[src/rtl/bcd_display_mux_if.sv]
// Bus between the counter chain and the display multiplexer: BCD digits and controls in,
// segment/anode drive and current slot index out.
interface bcd_display_mux_if #(
  parameter int unsigned N_DIGITS = 4
);
  localparam int unsigned SlotW = (N_DIGITS > 1) ? $clog2(N_DIGITS) : 1;

  logic [4*N_DIGITS-1:0] digits;
  logic                  update;
  logic                  blank_lz;
  logic [N_DIGITS-1:0]   dp_en;
  logic [6:0]            seg;
  logic                  dp;
  logic [N_DIGITS-1:0]   an;
  logic [SlotW-1:0]      slot;

  modport master (
    output digits, update, blank_lz, dp_en,
    input  seg, dp, an, slot
  );

  modport slave (
    input  digits, update, blank_lz, dp_en,
    output seg, dp, an, slot
  );
endinterface

[src/rtl/bcd_display_mux.sv]
// Multiplexed 7-segment driver: shadows BCD digits on update, decodes with leading-zero
// blanking, and rotates one digit per refresh slot with a dark first cycle against ghosting.
module bcd_display_mux #(
  parameter int unsigned N_DIGITS    = 4,
  parameter int unsigned REFRESH_DIV = 1000,
  parameter bit          ACTIVE_LOW  = 1'b1
) (
  input  logic               clk,
  input  logic               reset,
  bcd_display_mux_if.slave   bus
);

  localparam int unsigned SlotW = (N_DIGITS > 1) ? $clog2(N_DIGITS) : 1;
  localparam int unsigned CntW  = $clog2(REFRESH_DIV);
  localparam logic [CntW-1:0]  CntMax  = CntW'(REFRESH_DIV - 1);
  localparam logic [SlotW-1:0] SlotMax = SlotW'(N_DIGITS - 1);

  logic [CntW-1:0]       cnt_q, cnt_d;
  logic [SlotW-1:0]      slot_q, slot_d;
  logic [4*N_DIGITS-1:0] shadow_q, shadow_d;
  logic [6:0]            seg_q, seg_d;
  logic                  dp_q, dp_d;
  logic [N_DIGITS-1:0]   an_q, an_d;

  logic [N_DIGITS-1:0]   lz;
  logic                  all_zero;
  logic [3:0]            cur;
  logic                  blank;
  logic                  active;
  logic [6:0]            seg_hi;
  logic                  dp_hi;
  logic [N_DIGITS-1:0]   an_hi;

  function automatic logic [6:0] decode(input logic [3:0] v);
    logic [6:0] s;
    case (v)
      4'd0:    s = 7'h3F;
      4'd1:    s = 7'h06;
      4'd2:    s = 7'h5B;
      4'd3:    s = 7'h4F;
      4'd4:    s = 7'h66;
      4'd5:    s = 7'h6D;
      4'd6:    s = 7'h7D;
      4'd7:    s = 7'h07;
      4'd8:    s = 7'h7F;
      4'd9:    s = 7'h6F;
      default: s = 7'h40;
    endcase
    return s;
  endfunction

  always_comb begin
    cnt_d  = (cnt_q == CntMax) ? '0 : cnt_q + 1'b1;
    slot_d = slot_q;
    if (cnt_q == CntMax) begin
      slot_d = (slot_q == SlotMax) ? '0 : slot_q + 1'b1;
    end
    shadow_d = bus.update ? bus.digits : shadow_q;

    // lz[k] is set when digit k and every digit above it are zero; invalid codes are nonzero.
    lz       = '0;
    all_zero = 1'b1;
    for (int k = N_DIGITS - 1; k >= 0; k--) begin
      all_zero = all_zero && (shadow_q[4*k +: 4] == 4'd0);
      lz[k]    = all_zero;
    end

    cur    = shadow_q[4*int'(slot_q) +: 4];
    blank  = bus.blank_lz && lz[slot_q] && (slot_q != '0);
    active = (cnt_q != '0);

    seg_hi = blank ? 7'h00 : decode(cur);
    dp_hi  = active && bus.dp_en[slot_q];
    an_hi  = '0;
    an_hi[slot_q] = active;

    seg_d = seg_hi ^ {7{ACTIVE_LOW}};
    dp_d  = dp_hi ^ ACTIVE_LOW;
    an_d  = an_hi ^ {N_DIGITS{ACTIVE_LOW}};
  end

  always_ff @(posedge clk) begin
    if (reset) begin
      cnt_q    <= '0;
      slot_q   <= '0;
      shadow_q <= '0;
      seg_q    <= {7{ACTIVE_LOW}};
      dp_q     <= ACTIVE_LOW;
      an_q     <= {N_DIGITS{ACTIVE_LOW}};
    end else begin
      cnt_q    <= cnt_d;
      slot_q   <= slot_d;
      shadow_q <= shadow_d;
      seg_q    <= seg_d;
      dp_q     <= dp_d;
      an_q     <= an_d;
    end
  end

  assign bus.seg  = seg_q;
  assign bus.dp   = dp_q;
  assign bus.an   = an_q;
  assign bus.slot = slot_q;

endmodule
[src/flat_wrapper.sv]
// flat-port wrapper written by rule: the top's interface ports become plain ports
module bcd_display_mux_flat 
#(
  parameter int unsigned N_DIGITS    = 4,
  parameter int unsigned REFRESH_DIV = 1000,
  parameter bit          ACTIVE_LOW  = 1'b1
)
  (clk, reset, bus_digits, bus_update, bus_blank_lz, bus_dp_en, bus_seg, bus_dp, bus_an, bus_slot);
  bcd_display_mux_if #(.N_DIGITS(N_DIGITS)) bus_i ();
  input  logic clk;
  input  logic reset;
  input wire logic [$bits(bus_i.digits)-1:0] bus_digits;
  input wire logic [$bits(bus_i.update)-1:0] bus_update;
  input wire logic [$bits(bus_i.blank_lz)-1:0] bus_blank_lz;
  input wire logic [$bits(bus_i.dp_en)-1:0] bus_dp_en;
  output wire logic [$bits(bus_i.seg)-1:0] bus_seg;
  output wire logic [$bits(bus_i.dp)-1:0] bus_dp;
  output wire logic [$bits(bus_i.an)-1:0] bus_an;
  output wire logic [$bits(bus_i.slot)-1:0] bus_slot;
  assign bus_i.digits = bus_digits;
  assign bus_i.update = bus_update;
  assign bus_i.blank_lz = bus_blank_lz;
  assign bus_i.dp_en = bus_dp_en;
  assign bus_seg = bus_i.seg;
  assign bus_dp = bus_i.dp;
  assign bus_an = bus_i.an;
  assign bus_slot = bus_i.slot;
  bcd_display_mux #(.N_DIGITS(N_DIGITS), .REFRESH_DIV(REFRESH_DIV), .ACTIVE_LOW(ACTIVE_LOW)) u_core (.clk(clk), .reset(reset), .bus(bus_i));
endmodule
[config.mk]
export PLATFORM = sky130hd
export DESIGN_NAME = bcd_display_mux_flat
export DESIGN_NICKNAME = d
export VERILOG_FILES = /design/src/rtl/bcd_display_mux_if.sv /design/src/rtl/bcd_display_mux.sv /design/src/flat_wrapper.sv
export SDC_FILE = /design/constraint.sdc
export NUM_CORES = 1
export LEC_CHECK = 0
export ABC_AREA = 1
export BUFFER_PORTS_ARGS = -buffer_cell sky130_fd_sc_hd__buf_2
export CELL_PAD_IN_SITES_DETAIL_PLACEMENT = 1
export CELL_PAD_IN_SITES_GLOBAL_PLACEMENT = 2
export CORE_MARGIN = 2
export CORE_UTILIZATION = 30
export DETAILED_ROUTE_END_ITERATION = 8
export PLACE_DENSITY_LB_ADDON = 0.1
export REMOVE_ABC_BUFFERS = 1
export SETUP_SLACK_MARGIN = 0.05
export SLEW_MARGIN = 5
export SYNTH_ARGS = -nofsm -noshare
export SYNTH_HDL_FRONTEND = slang
export SYNTH_SLANG_ARGS = --single-unit
[constraint.sdc]
create_clock -name clk -period 2.85 [get_ports clk]
set_input_delay 0.285 -clock clk [delete_from_list [all_inputs] [get_ports clk]]
set_output_delay 0.285 -clock clk [all_outputs]
set_load 0.01 [all_outputs]
==> results.sh, run 1 <==
export IMPL_final_cells=365
export IMPL_status="complete, no violations"
export IMPL_synth_top_area_cell="dfxtp_1"
export IMPL_cts_tree="built"
export IMPL_synth_area_leaders="dfxtp_1 43%, nor2_1 11%, nand2_1 8.9%"
export IMPL_rsz0062_at_grt="false"
export IMPL_wl_per_cell_um=12.76
export IMPL_die_area_mm2=0.006843
export IMPL_cp_data_arrival_time_ns=2.20
export IMPL_yosys_cell_count_top_type="nor2_1"
export IMPL_synthCells=251
export IMPL_fp_coreArea_mm2=0.005956
export IMPL_synth_edf_count=0
export IMPL_setup_viol=0
export IMPL_ys_dominant_reg_cell="dfxtp_1"
export IMPL_post_route_period_util_pct=71.82
export IMPL_dp_cells=357
export IMPL_grt_start_max_net_pins=18
export IMPL_first_iter_violations=51
export IMPL_clockRootBuffer="clkbuf_8"
export IMPL_relSlewSlack_pct=63.25
export IMPL_p_total_w=0.001129
export IMPL_cts_made_buffers=5
export IMPL_ys_seq_elements=40
export IMPL_antenna_found_initial=0
export IMPL_fmax_mhz=488.5
export IMPL_reg2reg_slack_ns=0.80
export IMPL_cp_start_kind="register"
export IMPL_slew_viol_final=0
export IMPL_path_clk_slew_ns=0.07
export IMPL_vias=1704
export IMPL_rows=28
export IMPL_die_height_um=82.73
export IMPL_path_class="register to register"
export IMPL_setup_ws_ns=0.8031
export IMPL_holdBufCountCts=0
export IMPL_final_nets=324
export IMPL_fin_tns_setup_ns=0
export IMPL_synth_top_cell_area_share_pct=43.07
export IMPL_placed_cell_area_mm2=0.002106
export IMPL_cts_sinks=40
export IMPL_routabilityCongestion=0.7232
export IMPL_vdd_drop_max_mv=0.2204
export IMPL_wl_mm=4.657
export IMPL_tightest_slew_ns=0.5505
export IMPL_post_cts_buffers=0
export IMPL_synthTopCellsByCount="54 x nor2_1, 44 x nand2_1, 40 x dfxtp_1"
export IMPL_syn_area_per_cell_um2=7.408
export IMPL_start_util_pct=31.22
export IMPL_fill_cells=786
export IMPL_die_x_um=82.73
export IMPL_critPathMaxFanout=16
export IMPL_cp_required_ns=3.00
export IMPL_fin_skew_ns=0.002333
export IMPL_ys_warnings_count=0
export IMPL_pre_cts_slack_ns=0.7902
export IMPL_clock_path_buffers=2
export IMPL_grt_pass1_wl_mm=7.900
export IMPL_syn_area_mm2=0.001859
export IMPL_cap_viol_max_count=0
export IMPL_post_cts_resize_count=0
export IMPL_synthToLayoutAreaGrowth_pct=18.10
export IMPL_seq_area_frac_synth_pct=43.07
export IMPL_num_antenna_cells=0
export IMPL_min_period_ns=2.047
export IMPL_drc=0
export IMPL_drive_gt1_share_pct=21.03
export IMPL_h_tree_depth=2
export IMPL_worstHoldPathType="primary input to register"
export IMPL_fin_area_mm2=0.002196
export IMPL_boundaryPins=38
export IMPL_worstSkewPairLatency_ns=0.28
export IMPL_vias_per_cell=4.668
export IMPL_track_usage_pct=15.13
export IMPL_async_reset_ff_share_pct=0
export IMPL_drtPass1Iterations=4
export IMPL_gr_total_overflow=0
export IMPL_powerDensity_mw_per_mm2=514.0
export IMPL_io_buffers=37
export IMPL_hold_violations=0
export IMPL_power_leakage_nw=0.9899
export IMPL_dp_hpwl_mm=3.559
export IMPL_antenna_left=0
export IMPL_grt_pass1_vias=1680
export IMPL_worstSetupEndpointType="register"
export IMPL_ys_types=28
## final timing paths
check / cells after the start / endpoint / from
max: 8 / u_core.bus.seg[3] / u_core.bus.slot[0]
max reg2reg: 8 / u_core.bus.seg[3] / u_core.bus.slot[0]
min reg2reg: 1 / u_core.cnt_q[0] / u_core.cnt_q[0]
min: 3 / u_core.shadow_q[7] / bus_digits[7]
## final cells by class
type	count	area, µm²	share of cell area (%)
clock buffer	8	90.09	4.103
inverter	20	75.07	3.419
multi-input combinational	184	943.4	42.96
sequential	40	800.8	36.47
tap	75	93.84	4.273
timing repair buffer	38	192.7	8.775
## worst max-delay path: stages (launching register included)
cell	delay, ns
dfxtp_1	0.48
inv_2	0.29
nand2_1	0.09
a32oi_1	0.31
inv_1	0.14
ha_1	0.30
nand3_1	0.11
nand3_1	0.11
nand4_1	0.08
## cell usage in the layout, fill, tap and decap left out, drive strengths merged, types with 2 or more instances in the layout
master  count
o21a        2
nand3      23
nor3b       2
xor2        2
nor2       56
nand4       6
nand2      50
ha         11
buf        38
clkbuf      8
dfxtp      40
a21oi       5
nor3        2
inv        19
o21ai      19
## kinds of logic (layout without fill, tap and decap cells)
kind of cell	count (synthesis)	after routing	share of synthesized area, %
fa+ha+maj	11	11	7.402
buf+inv	27	66	6.191
flops	40	40	43.07
xor+xnor	2	2	0.9423
compound gates	30	30	8.883
simple gates	141	141	33.51
## report_power, final
group	leakage, nW	switching, W	internal, W
Combinational	0.614	0.0000804	0.0000560
Sequential	0.330	0.0000189	0.000590
Clock	0.0455	0.000186	0.000198
Total	0.990	0.000285	0.000844
## flip-flops by register name, indices dropped and copies added (netlist names)
register         cells
u_core.bus.an        4
u_core.bus.dp        1
u_core.bus.seg       7
u_core.bus.slot      2
u_core.cnt_q        10
u_core.shadow_q     16
## stage by stage
stage                     utilization [%]  hold slack (ns)
after global placement              35.36           0.4506
after detailed placement            35.36           0.4582
after CTS                           36.87           0.2086
after global routing                36.87           0.2206
after floorplan                         -           0.4199
final                               36.87           0.2190
## layer usage
layer	vias to the layer above	part of all wire, %	track usage [%]
li1	882	-	-
met1	781	53	21.44
met2	35	41	23.15
met3	6	4.5	3.370
met4	0	1.1	3.934
met5	-	0	0
No activity file was read; power rests on OpenSTA's default activity.
==> run 2: changes to the inputs <==
--- a/config.mk
+++ b/config.mk
@@ -10,7 +10,7 @@
 export CELL_PAD_IN_SITES_DETAIL_PLACEMENT = 1
 export CELL_PAD_IN_SITES_GLOBAL_PLACEMENT = 2
 export CORE_MARGIN = 2
-export CORE_UTILIZATION = 30
+export CORE_UTILIZATION = 27
 export DETAILED_ROUTE_END_ITERATION = 8
 export PLACE_DENSITY_LB_ADDON = 0.1
 export REMOVE_ABC_BUFFERS = 1
==> constraint.sdc (replaced) <==
create_clock -name clk -period 1.7 [get_ports clk]
set_input_delay 0.17 -clock clk [delete_from_list [all_inputs] [get_ports clk]]
set_output_delay 0.17 -clock clk [all_outputs]
set_load 0.01 [all_outputs]
==> run 2 against run 1 <==
Critical path depth stayed put; die area is 11% higher; clock power is 69% higher; power is 68% higher; via count is 0.23% lower; cell count is 3.8% higher; register-to-register slack worse by 0.62 ns; worst hold slack worse by 0.12 ns; global-route usage is 1.8 points lower; largest cell class unchanged; maximum frequency is 35% higher; combinational power is 71% higher.
==> results.sh, run 2 (synthesis gave the netlist of run 1 again) <==
export IMPL_grt_pass1_vias=1641
export IMPL_path_buf_inv=2
export IMPL_worstHoldPathType="primary input to register"
export IMPL_cp_cell_sequence="inv_4, nand2_1, a32oi_2, inv_2, ha_1, nand3_1, nand3_1, nand4_1"
export IMPL_path_class="register to register"
export IMPL_vdd_drop_max_mv=0.3228
export IMPL_wl_mm=4.622
export IMPL_cts_sinks=40
export IMPL_wl_per_cell_um=12.20
export IMPL_worstSetupEndpointType="register"
export IMPL_synthToLayoutAreaGrowth_pct=23.28
export IMPL_track_usage_pct=13.38
export IMPL_powerDensity_mw_per_mm2=828.3
export IMPL_cp_slowest_cell="dfxtp_4"
export IMPL_cp_required_ns=1.86
export IMPL_num_antenna_cells=0
export IMPL_grt_pass1_wl_mm=7.969
export IMPL_power_leakage_nw=1.038
export IMPL_final_cells=379
export IMPL_slew_viol_final=0
export IMPL_die_x_um=86.99
export IMPL_start_util_pct=27.67
export IMPL_layout_common_cells="53 x nor2_1, 43 x nand2_1, 39 x dfxtp_1, 37 x buf_2, 20 x nand3_1"
export IMPL_boundaryPins=38
export IMPL_vias=1700
export IMPL_cap_viol_max_count=0
export IMPL_antenna_left=0
export IMPL_drc=0
export IMPL_gr_total_overflow=0
export IMPL_drtPass1Iterations=3
export IMPL_hold_violations=0
export IMPL_critPathMaxFanout=10
export IMPL_setup_viol=0
export IMPL_fp_coreArea_mm2=0.006719
export IMPL_pre_cts_slack_ns=-0.05135
export IMPL_holdBufCountCts=0
export IMPL_routabilityCongestion=0.7620
export IMPL_crit_path_max_incr_delay_ns=0.38
export IMPL_final_common_cell="nor2_1"
export IMPL_min_period_ns=1.517
export IMPL_p_total_w=0.001899
export IMPL_crit_family="flip-flops"
export IMPL_status="complete, no violations"
export IMPL_path_clk_slew_ns=0.08
export IMPL_h_tree_depth=2
export IMPL_relSlewSlack_pct=67.80
export IMPL_clockRootBuffer="clkbuf_8"
export IMPL_die_height_um=86.99
export IMPL_grt_start_max_net_pins=18
export IMPL_final_nets=333
export IMPL_rows=30
export IMPL_cts_tree="built"
export IMPL_die_area_mm2=0.007566
export IMPL_largest_reg_flops=16
export IMPL_worstSkewPairLatency_ns=0.29
export IMPL_cts_made_buffers=5
export IMPL_cp_data_arrival_time_ns=1.68
export IMPL_cp_start_kind="register"
export IMPL_dp_hpwl_mm=3.611
export IMPL_tightest_slew_ns=0.4824
export IMPL_io_buffers=37
export IMPL_clock_path_buffers=2
export IMPL_post_route_period_util_pct=89.26
export IMPL_dp_cells=371
export IMPL_cp_common_cell="nand3_1"
export IMPL_post_cts_buffers=0
export IMPL_post_cts_resize_count=2
export IMPL_rsz0062_at_grt="true"
export IMPL_top_register="u_core.shadow_q"
export IMPL_first_iter_violations=23
export IMPL_fin_skew_ns=0.008563
export IMPL_fmax_mhz=659.0
export IMPL_drive_gt1_share_pct=25.42
export IMPL_antenna_found_initial=0
export IMPL_vias_per_cell=4.485
export IMPL_setup_ws_ns=0.1825
==> run 2: where the power goes <==
group | internal (W) | total, W | leakage [nW] | switching [W]
Sequential | 0.000988 | 0.00102 | 0.331 | 0.0000299
Clock | 0.000331 | 0.000648 | 0.0455 | 0.000317
Combinational | 0.0000981 | 0.000233 | 0.662 | 0.000134
==> run 2: worst min-delay path: cells and delay by family <==
kind                   cells  cell delay, ns
buffers and inverters      1            0.07
AND/OR/NAND/NOR            2            0.11
==> run 2: final cells by class <==
class	count	area, µm²
Clock buffer	8	90.09
Multi-Input combinational cell	184	959.7
Tap cell	80	100.1
Timing Repair Buffer	47	260.3
Sequential cell	40	804.5
Fill cell	840	4427
Inverter	20	77.57
==> run 2: final timing paths <==
path | start | end | slack [ns] | depth (start not counted)
worst max-delay path | u_core.bus.slot[0] | u_core.bus.seg[3] | 0.18 | 8
worst min-delay path | bus_digits[4] | u_core.shadow_q[4] | 0.1 | 3
worst max register to register | u_core.bus.slot[0] | u_core.bus.seg[3] | 0.18 | 8
worst min register to register | u_core.cnt_q[0] | u_core.cnt_q[0] | 0.48 | 1
==> run 2: metrics by stage <==
step	area [µm²]	setup TNS [ns]	utilization, %	hold WS [ns]
after global routing	2292	0	34.12	0.08930
after global placement	2180	0	32.44	0.3902
after floorplan	1819	-0.05169	-	0.3049
after detailed placement	2180	-0.2311	32.44	0.3996
after CTS	2273	0	33.84	0.08886
final	2292	0	34.12	0.09993
==> run 2: metal layers <==
| metal | vias up | routed length, µm | global-route usage (%) |
|---|---|---|---|
| met5 | - | 0 | 0 |
| met4 | 0 | 34 | 3.835 |
| met3 | 4 | 185 | 3.602 |
| met2 | 33 | 1886 | 19.29 |
| met1 | 758 | 2515 | 19.42 |
| li1 | 905 | - | - |
